$ cat src/rtl/stack_pgm_encoder.sv
// rtl/stack_pgm_encoder.sv - encodes symbolic stack-CPU commands into program memory words
//
// Accepts commands (opcode + operand) over a valid/ready handshake, encodes each
// into a 16-bit word {opcode, imm11}, writes the words to program memory from
// address 0 and terminates every program with HALT_CPU (0xF800).
//
// Ports:
//   clk, reset            clock, synchronous active-high reset
//   cmd_valid/cmd_ready   command handshake
//   cmd_opcode, cmd_imm   command opcode and operand (operand used by PUSH only)
//   cmd_last              final command of the program
//   load_start            pulse in DONE to begin a new program
//   mem_we/addr/wdata     program memory write port (registered)
//   load_done             program complete, HALT written
//   instr_count           words written, including HALT
//   err_range/opcode/full sticky error flags
//   checksum              running XOR of written words (STACK_ENC_CHECKSUM_EN only)
//
// Optional feature macro: STACK_ENC_CHECKSUM_EN

module stack_pgm_encoder #(
  parameter int DATA_WIDTH     = 32,
  parameter int INSTR_WIDTH    = 16,
  parameter int PGRM_MEM_DEPTH = 256,
  parameter int PC_WIDTH       = $clog2(PGRM_MEM_DEPTH)
) (
  input  logic                   clk,
  input  logic                   reset,
  input  logic                   cmd_valid,
  output logic                   cmd_ready,
  input  logic [4:0]             cmd_opcode,
  input  logic [DATA_WIDTH-1:0]  cmd_imm,
  input  logic                   cmd_last,
  input  logic                   load_start,
  output logic                   mem_we,
  output logic [PC_WIDTH-1:0]    mem_addr,
  output logic [INSTR_WIDTH-1:0] mem_wdata,
  output logic                   load_done,
  output logic [PC_WIDTH:0]      instr_count,
  output logic                   err_range,
  output logic                   err_opcode,
  output logic                   err_full
`ifdef STACK_ENC_CHECKSUM_EN
  ,
  output logic [15:0]            checksum
`endif
);

  localparam logic [4:0] OP_PUSH   = 5'd0;
  localparam logic [4:0] OP_ADD    = 5'd1;
  localparam logic [4:0] OP_SUB    = 5'd2;
  localparam logic [4:0] OP_MUL    = 5'd3;
  localparam logic [4:0] OP_DIV    = 5'd4;
  localparam logic [4:0] OP_MOD    = 5'd5;
  localparam logic [4:0] OP_AND    = 5'd6;
  localparam logic [4:0] OP_OR     = 5'd7;
  localparam logic [4:0] OP_INVERT = 5'd8;
  localparam logic [4:0] OP_HALT   = 5'd31;

  localparam logic [PC_WIDTH:0]    LAST_SLOT = (PC_WIDTH+1)'(PGRM_MEM_DEPTH - 1);
  localparam logic [INSTR_WIDTH-1:0] HALT_WORD = INSTR_WIDTH'({OP_HALT, 11'd0});

  typedef enum logic [1:0] {S_LOAD, S_HALTW, S_DONE} state_t;

  state_t                 state;
  logic [PC_WIDTH:0]      wr_ptr;
  logic                   we_q;
  logic                   op_legal;
  logic                   imm_ok;
  logic                   do_write;
  logic [INSTR_WIDTH-1:0] enc_word;

  // Last slot is always kept free for the terminating HALT.
  assign cmd_ready   = (state == S_LOAD) && (wr_ptr < LAST_SLOT);
  assign instr_count = wr_ptr;
  // A write still in flight when reset arrives must not reach memory.
  assign mem_we      = we_q && !reset;

  always_comb begin
    op_legal = 1'b0;
    case (cmd_opcode)
      OP_PUSH, OP_ADD, OP_SUB, OP_MUL, OP_DIV, OP_MOD,
      OP_AND, OP_OR, OP_INVERT, OP_HALT: op_legal = 1'b1;
      default:                           op_legal = 1'b0;
    endcase
    // Operand fits signed 11 bits when everything above bit 9 is sign extension.
    imm_ok   = (&cmd_imm[DATA_WIDTH-1:10]) || !(|cmd_imm[DATA_WIDTH-1:10]);
    do_write = op_legal && ((cmd_opcode != OP_PUSH) || imm_ok);
    enc_word = INSTR_WIDTH'({cmd_opcode, (cmd_opcode == OP_PUSH) ? cmd_imm[10:0] : 11'd0});
  end

  always_ff @(posedge clk) begin
    if (reset) begin
      state      <= S_LOAD;
      wr_ptr     <= '0;
      we_q       <= 1'b0;
      mem_addr   <= '0;
      mem_wdata  <= '0;
      load_done  <= 1'b0;
      err_range  <= 1'b0;
      err_opcode <= 1'b0;
      err_full   <= 1'b0;
`ifdef STACK_ENC_CHECKSUM_EN
      checksum   <= '0;
`endif
    end else begin
      we_q <= 1'b0;
      case (state)
        S_LOAD: begin
          if (cmd_valid && cmd_ready) begin
            if (!op_legal)
              err_opcode <= 1'b1;
            else if (cmd_opcode == OP_PUSH && !imm_ok)
              err_range <= 1'b1;
            if (do_write) begin
              we_q      <= 1'b1;
              mem_addr  <= wr_ptr[PC_WIDTH-1:0];
              mem_wdata <= enc_word;
              wr_ptr    <= wr_ptr + 1'b1;
`ifdef STACK_ENC_CHECKSUM_EN
              checksum  <= checksum ^ 16'(enc_word);
`endif
            end
            if (op_legal && cmd_opcode == OP_HALT) begin
              state     <= S_DONE;
              load_done <= 1'b1;
            end else if (cmd_last) begin
              state <= S_HALTW;
            end
          end else if (cmd_valid && wr_ptr >= LAST_SLOT) begin
            // Pending command is left unconsumed; program is truncated here.
            err_full <= 1'b1;
            state    <= S_HALTW;
          end
        end
        S_HALTW: begin
          we_q      <= 1'b1;
          mem_addr  <= wr_ptr[PC_WIDTH-1:0];
          mem_wdata <= HALT_WORD;
          wr_ptr    <= wr_ptr + 1'b1;
`ifdef STACK_ENC_CHECKSUM_EN
          checksum  <= checksum ^ 16'(HALT_WORD);
`endif
          load_done <= 1'b1;
          state     <= S_DONE;
        end
        S_DONE: begin
          if (load_start) begin
            wr_ptr     <= '0;
            load_done  <= 1'b0;
            err_range  <= 1'b0;
            err_opcode <= 1'b0;
            err_full   <= 1'b0;
`ifdef STACK_ENC_CHECKSUM_EN
            checksum   <= '0;
`endif
            state      <= S_LOAD;
          end
        end
        default: state <= S_LOAD;
      endcase
    end
  end

endmodule

$ cat config.mk
export PLATFORM = sky130hd
export DESIGN_NAME = stack_pgm_encoder
export DESIGN_NICKNAME = d
export VERILOG_FILES = /design/src/rtl/stack_pgm_encoder.sv
export SDC_FILE = /design/constraint.sdc
export NUM_CORES = 1
export LEC_CHECK = 0
export CAP_MARGIN = 20
export CORE_ASPECT_RATIO = 0.7
export CORE_MARGIN = 10
export CORE_UTILIZATION = 47
export DETAILED_ROUTE_END_ITERATION = 12
export PLACE_DENSITY_LB_ADDON = 0.12
export SYNTH_ARGS = -nofsm -noshare
export SYNTH_HDL_FRONTEND = slang
export SYNTH_SLANG_ARGS = --single-unit
$ cat constraint.sdc
create_clock -name clk -period 6.1 [get_ports clk]
set_input_delay 1.83 -clock clk [delete_from_list [all_inputs] [get_ports clk]]
set_output_delay 1.83 -clock clk [all_outputs]
set_load 0.01 [all_outputs]
---- Word level (Yosys, flattened, before mapping) ----
Memory sizes are Yosys's and may differ from the RTL's.
Index checks and enable logic that the tools add are counted.
operators by class
  $add $sub $neg .......................... 1
  magnitude comparators ................... 2
  equal/unequal tests ..................... 14
  mux-type cells .......................... 34
  reduce and logical (&&, ||, !) cells .... 27
operators with widths
  kind                                                                          count
  16-bit 2-to-1 mux                                                             2
  16-bit one-hot mux with 2 select lines                                        1
  9-bit 2-to-1 mux                                                              3
  9-bit one-hot mux with 3 select lines                                         1
  22-bit AND reduction                                                          1
  22-bit OR reduction                                                           1
  8-bit 2-to-1 mux                                                              2
  8-bit one-hot mux with 2 select lines                                         1
  4-bit AND reduction                                                           4
  1-bit 2-to-1 mux                                                              12
  11-bit 2-to-1 mux                                                             1
  2-bit 2-to-1 mux                                                              5
  2-bit inequality test, second input constant                                  5
  9-bit by 1-bit adder with 9-bit output, second input constant                 1
  9-bit by 8-bit >= comparator with 1-bit output, second input constant         1
  9-bit by 8-bit less-than comparator with 1-bit output, second input constant  1
  2-bit by 1-bit inequality test with 1-bit output, second input constant       4
  1-bit one-hot mux with 2 select lines                                         4
  1-bit logical AND                                                             7
  2-bit one-hot mux with 3 select lines                                         1
  3-bit AND reduction                                                           2
  5-bit == test, second input constant                                          1
  5-bit logical NOT                                                             1
  5-bit AND reduction                                                           1
  other kinds (11)                                                              15
word-level totals
  register bits ........................... 40
  ROM bits ................................ 32
  bits of input ports ..................... 42
  output and inout port bits .............. 39
  logic and storage cells ................. 88
  memories ................................ 1
memories
  name              words  width  read ports  clocked after Yosys merged registers in  wr ports  RTL line  source
  (name not given)  32     1      1           0                                        0         81        case (cmd_opcode)

---- Logic depth before layout (Yosys ltp) ----
Gate-level depths: netlist of the first run.
  word-level depth ........................ 9
  mapped depth ............................ 9
  gate-level depth less buffers ........... 7

---- Worst setup path after synthesis of the first run ----
OpenSTA, ideal clock, no wires.
  path type ............................... input-to-output
  from .................................... input port reset
  to ...................................... output port mem_we
  arrival ................................. 2.485 ns
  required time ........................... 4.270 ns
  path slack .............................. 1.785 ns
  stages .................................. 3
  buffers on the path ..................... 2
  cell sequence ........................... clkbuf_1 -> buf_1 -> nor2b_1
between the ends
  longest elaborated chain between the ends .. 2
ends and longest elaborated chain
  what               RTL line  source
  start, declared    28        input logic reset,
  1-bit logical NOT  77        assign mem_we = we_q && !reset;
  1-bit logical AND  77
  end, declared      35        output logic mem_we,
No other way between the ends.

---- Worst setup path in the final report of the first run ----
Same ends and word-level chain as after synthesis.

==> impl_results.md, run 1 <==
* Status: completed
* Setup bufs post-CTS at 0
* Total power at between 0.5 and 0.6 mW
* Clk pin slew, worst setup/hold paths at 0.08 ns
* Share of cells above drive strength 1 at 6.94%
* Final net count at 360
* Crit-path most repeated cell: clkdlybuf4s50_1
* Cell variety after synth at 50
* Final ANT Viol Nets at 0
* Fill cell total of the finished layout at about 370
* Register area share after synthesis at 38.5%
* Setup violators final at 0
* Via count at between 2,000 and 2,500
* Largest net degree at the start of global routing at 27
* Initial Util at roughly 48%
* Worst setup path class: input port to output pin
* EDFF count, synth at 0
* CP bufs+invs at 2
* Hold depth at 2
* PD cells at between 150 and 200 nW/um^2
* Total grt overflow at 0
* H-tree Lvls at 2
* DIE AREA at roughly 7500 um^2
* Die height at 75.7 um
* Setup ws final at ~1.3 ns
* Initial antenna violation count at 0
* Multi-input logic area at approximately 1200 um^2
* Top-count cell post-synth: dfxtp_1
* Synth area leader: dfxtp_1
* Drt initial violations at 156
* Dominant synthesized flop cell: dfxtp_1
* GPL Wtd Cong at slightly below 0.9
* Hold buffers post-CTS at 0
* Leakage Power at 1.09 nW
* Crit path DAT at 2.99 ns
* Critical Path Source Type: input port
* Ports at just over 80
* Root Buffer: clkbuf_8
* # Max-Cap Violations at 0
* Final period util at 79.0%
* CTS Buf Count at 5
* Final WL at between 6 and 7 mm
* Final clock skew at 0.00595 ns
* Fin crit period at 4.82 ns
* Residual DRC count at 0
* R2R setup slack at roughly 3.6 ns
* I/O Buffers at 80
* Max rail drop VDD at 153 uV
* Max frequency at slightly above 200 MHz
* Synth warnings at 0
* FFs w/ async S/R, synth at 0%
* Synth area leaders: dfxtp_1 39%, nor2_1 5.8%, mux2i_1 5.3%
* Cell Rows at 20
* R2R Path End: instr_count[0]
* Cell family with most CP delay: buffers and inverters
* Clock Sinks at 40
* Vias in the first global route at 2,081
* Post-cts resize count at 0
* Layout area overhead at 45.2%
* Post-Syn Instances at approximately 240
* First-pass DRT Iterations at 5
* Diode count at 0
* Worst-path maximum fanout at 2
* Reg2reg path depth at 6
* HP Start: mem_wdata[15]
* Worst path required time at about 4.3 ns
* FF/Latch Area at between 800 and 900 um^2
* Dpl cell area at about 2900 um^2
* First-pass GRT wire length at 10.2 mm
* Max stage delay on crit path at about 0.54 ns
* Chip width at 99.5 um
* Worst reg2reg startpoint: state[1]
* Hold Crit Class: register to register
* CTS max path bufs at 2
* RSZ-0062 raised after global routing: no
* Synth top area share at approximately two fifths
* Syn Nets at 285
* CTS tree: done
* Worst slew pin tran at 1.03 ns
* Final Hold Viols at 0
* Setup TNS at 0 ns
* Post-synthesis cell area at about 2100 um^2
* Gr usage total at between 15 and 20%
* Worst-skew pair later-pin latency at 0.30 ns
* Dpl hpwl at approximately 4.8 mm
* Hold Path Sink: mem_wdata[15]
* WHS at ~0.47 ns
* Endpoint class of the critical path: output pin
* Slew Limit Headroom at between 30% and 40%
* Slowest stage cell, crit path: clkdlybuf4s50_1
* Max Slew Vio Count at 0
* Critical path, cell by cell: clkdlybuf4s50_1 -> nor2b_1 -> clkdlybuf4s50_1
* #FFs+latches synth at 40
* Syn_area_per_cell at approximately 8.6 um^2
* Synth top cells by count: 40 x dfxtp_1, 32 x nor2_1, 12 x nand2_1, 12 x nand3_1
* Core footprint at about 4300 um^2
* Final instance area at between 3000 and 4000 um^2
* WL per Instance at 16.9 um
* Vias per cell at ~5.7
* Post-place setup slack at between 1 and 1.5 ns
[where the power goes]
part           internal (mW)  total [mW]  switching [mW]
sequential             0.269       0.276         0.00742
clock                  0.121       0.217          0.0963
combinational         0.0528      0.0999          0.0470
total                  0.443       0.593           0.151
[per-stage QoR]
step,instances,util (%)
final,372,70.2
after global routing,372,70.2
after CTS,372,70.2
after detailed placement,364,67.6
after global placement,364,67.6
after floorplan,241,-
[cells in the final DEF (no fill, tap or decap), drive strengths merged, types with 2 or more instances in the layout]
master	netlist	final
clkdlybuf4s50	0	80
dfxtp	40	40
nor2	34	34
nand2	12	12
nand3	12	12
and2	11	11
mux2i	11	11
a31oi	9	9
nand4	8	8
a22oi	7	7
nand3b	7	7
nor4	7	7
a21oi	6	6
nor3	6	6
o21ai	6	6
a211oi	5	5
clkbuf	8	5
nor2b	4	4
o311a	4	4
or4	4	4
inv	3	3
and3	3	3
a32o	3	3
a31o	3	3
buf	7	3
clkinv	2	3
or2	2	2
o21a	2	2
ha	2	2
[worst reg2reg max path, delay by kind of cell (launching register included)]
kind             cells  cell delay, ns
flip-flops           1            0.57
AO/OA/AOI/OAI        2            0.42
AND/OR/NAND/NOR      4            1.45
[kinds of logic after synthesis]
group	synth area share, %
simple gates	31.6
compound gates	19.3
flops	38.5
buf+inv	4.09
mux	5.30
fa+ha+maj	1.20
[worst max path at each step]
stage | cells after the start | from | end
6_report | 3 | reset | mem_we
5_1_grt | 3 | reset | mem_we
4_1_cts | 3 | reset | mem_we
3_5_place_dp | 3 | reset | mem_we
3_3_place_gp | 3 | reset | mem_we
2_1_floorplan | 3 | reset | mem_we
[layer usage]
layer  vias to the layer above  global-route usage, %  share of wire, %
met2                        83                   26.2                46
met4                         2                   4.44              0.57
met5                         -                   6.21              0.91
li1                       1048                      -                 -
met3                         6                   6.07               9.0
met1                       996                   20.7                43
[registers in the layout, indices dropped and copies added (netlist names)]
register and cells:
err_range 1, state 2, instr_count 9, load_done 1, err_full 1, we_q 1, mem_wdata 16, mem_addr 8
err_opcode 1
[layout make-up]
class,instances,area share (%)
multi-input cells,181,39.6
well taps,55,2.28
clock buffers,5,2.28
clock inverters,3,1.41
inverters,5,0.621
repair buffers,83,27.3
flip-flops and latches,40,26.5
No activity file was read; power rests on OpenSTA's default activity.
==> inputs of run 2 (changes only) <==
--- a/config.mk
+++ b/config.mk
@@ -8,7 +8,7 @@
 export CAP_MARGIN = 20
 export CORE_ASPECT_RATIO = 0.7
 export CORE_MARGIN = 10
-export CORE_UTILIZATION = 47
+export CORE_UTILIZATION = 44
 export DETAILED_ROUTE_END_ITERATION = 12
 export PLACE_DENSITY_LB_ADDON = 0.12
 export SYNTH_ARGS = -nofsm -noshare
==> constraint.sdc (replaced) <==
create_clock -name clk -period 4.7 [get_ports clk]
set_input_delay 1.41 -clock clk [delete_from_list [all_inputs] [get_ports clk]]
set_output_delay 1.41 -clock clk [all_outputs]
set_load 0.01 [all_outputs]
==> impl_results.md, run 2 (synthesis gave the netlist of run 1 again) <==
* Chip width at 102 um (+2.7%)
* Core footprint at 4450 um^2 (+3.5%)
* R2R Path End: instr_count[0]
* Most frequent cells in the layout: 80 x clkdlybuf4s50_1, 40 x dfxtp_1, 32 x nor2_1
* Worst-path maximum fanout at 2 (unchanged)
* Dpl cell area at 2900 um^2 (-0.26%)
* DIE AREA at 7920 um^2 (+5.2%)
* Diode count at 0 (unchanged)
* Hold Crit Class: register to register
* Post-cts resize count at 0 (unchanged)
* Critical Path Source Type: input port
* Share of cells above drive strength 1 at 6.35% (-0.59 points)
* Ports at 81 (unchanged)
* Drt initial violations at 147 (-5.8%)
* Max FFs per register at 16 (unchanged)
* Hold depth at 2 (unchanged)
* Reg2reg path depth at 6 (unchanged)
* Max frequency at ~250 MHz
* Worst slew pin tran at 0.843 ns (-0.185 ns)
* CTS max path bufs at 2 (unchanged)
* PD cells at 239 nW/um^2 (+22%)
* Initial antenna violation count at 0 (unchanged)
* Final instance area at 2980 um^2 (-1.2%)
* Layout area overhead at 43.4%
* Vias per cell at 5.73 (-0.12%)
* Gr usage total at 16.5% (-0.17 points)
* Final Hold Viols at 0 (unchanged)
* Max Slew Vio Count at 0 (unchanged)
* Dpl hpwl at 5.03 mm (+4.8%)
* Slew Limit Headroom at 43.6% (+12 points)
* Setup bufs post-CTS at 0 (unchanged)
* Endpoint class of the critical path: output pin
* R2R setup slack at 2.13 ns (-1.48 ns)
* Final ANT Viol Nets at 0 (unchanged)
* RSZ-0062 raised after global routing: no
* WL per Instance at 17.6 um (+4.6%)
* Setup violators final at 0 (unchanged)
* H-tree Lvls at 2 (unchanged)
* First-pass GRT wire length at 10.6 mm (+3.9%)
* Final WL at 6.53 mm (+4.0%)
* Leakage Power at 1.07 nW (-1.7%)
* Setup TNS at 0 ns (unchanged)
* Max rail drop VDD at 160 uV (+4.6%)
* Hold Path Sink: mem_wdata[15]
* Most common cell after layout, fill and taps aside: clkdlybuf4s50_1
* Final period util at roughly 86%
* Clock Sinks at 40 (unchanged)
* Clk pin slew, worst setup/hold paths at 0.08 ns (about the same)
* Root Buffer: clkbuf_8
* Initial Util at 46.7% (-1.6 points)
* Total grt overflow at 0 (unchanged)
* Die height at 77.5 um (+2.5%)
* GPL Wtd Cong at 0.856 (-1.3%)
* # Max-Cap Violations at 0 (unchanged)
* Final clock skew at 0.0122 ns (+0.00626 ns)
* Largest net degree at the start of global routing at 27 (unchanged)
* I/O Buffers at 80 (unchanged)
* Final net count at 359 (-0.28%)
* Worst path required time at 3.29 ns (-0.98 ns)
* Fill cell total of the finished layout at 384 (+4.6%)
* First-pass DRT Iterations at 4 (-1)
* Worst setup path class: input port to output pin
* Vias in the first global route at 2,036 (-2.2%)
* Via count at 2,121 (-0.66%)
* Worst reg2reg startpoint: state[1]
* Top reg by flops: mem_wdata
* Worst-skew pair later-pin latency at 0.30 ns (about the same)
* CTS tree: done
* HP Start: mem_wdata[15]
* CTS Buf Count at 5 (unchanged)
* Status: completed
* Cell Rows at 20 (unchanged)
* Crit path DAT at 2.61 ns (-0.38 ns)
* Residual DRC count at 0 (unchanged)
* Fin crit period at about 4.0 ns
* Hold buffers post-CTS at 0 (unchanged)
[run 2: stage by stage]
stage / setup slack, ns / power (mW) / utilization, % / hold slack [ns] / cells
final: 0.680 / 0.713 / 67.0 / 0.478 / 370
after global placement: 0.694 / 0.493 / 65.1 / 0.459 / 363
after floorplan: 1.23 / 0.423 / - / 0.481 / 241
after CTS: 0.688 / 0.716 / 67.0 / 0.475 / 370
after detailed placement: 0.688 / 0.496 / 65.1 / 0.467 / 363
after global routing: 0.641 / 0.744 / 67.0 / 0.492 / 370
[run 2: worst max path at each step]
stage / from / endpoint / slack, ns
final: reset / mem_we / 0.68
after global routing: reset / mem_we / 0.64
after CTS: reset / mem_we / 0.69
after detailed placement: reset / mem_we / 0.69
after global placement: reset / mem_we / 0.69
after floorplan: reset / mem_we / 1.23
[run 2: area by class of cell]
class / instances / area (um^2) / area share, %
repair buffers: 82 / 816 / 27.3
clock buffers: 5 / 68.8 / 2.31
clock inverters: 2 / 12.5 / 0.419
inverters: 5 / 18.8 / 0.629
well taps: 55 / 68.8 / 2.31
flip-flops and latches: 40 / 801 / 26.8
multi-input cells: 181 / 1200 / 40.1
[run 2: critical path, cell delays in order]
cell and delay [ns]:
clkdlybuf4s50_1 0.48, nor2b_1 0.16, clkdlybuf4s50_1 0.55
[run 2: report_power, final]
group          internal (mW)  switching, mW
clock                  0.101          0.123
combinational         0.0678         0.0632
sequential             0.349        0.00985
[run 2: metal layers]
metal	routed length [um]	part of all wire [%]	global-route usage [%]
met5	0	0	0
met4	64	0.98	4.92
met3	549	8.4	4.25
met2	2980	46	24.7
met1	2930	45	22.5
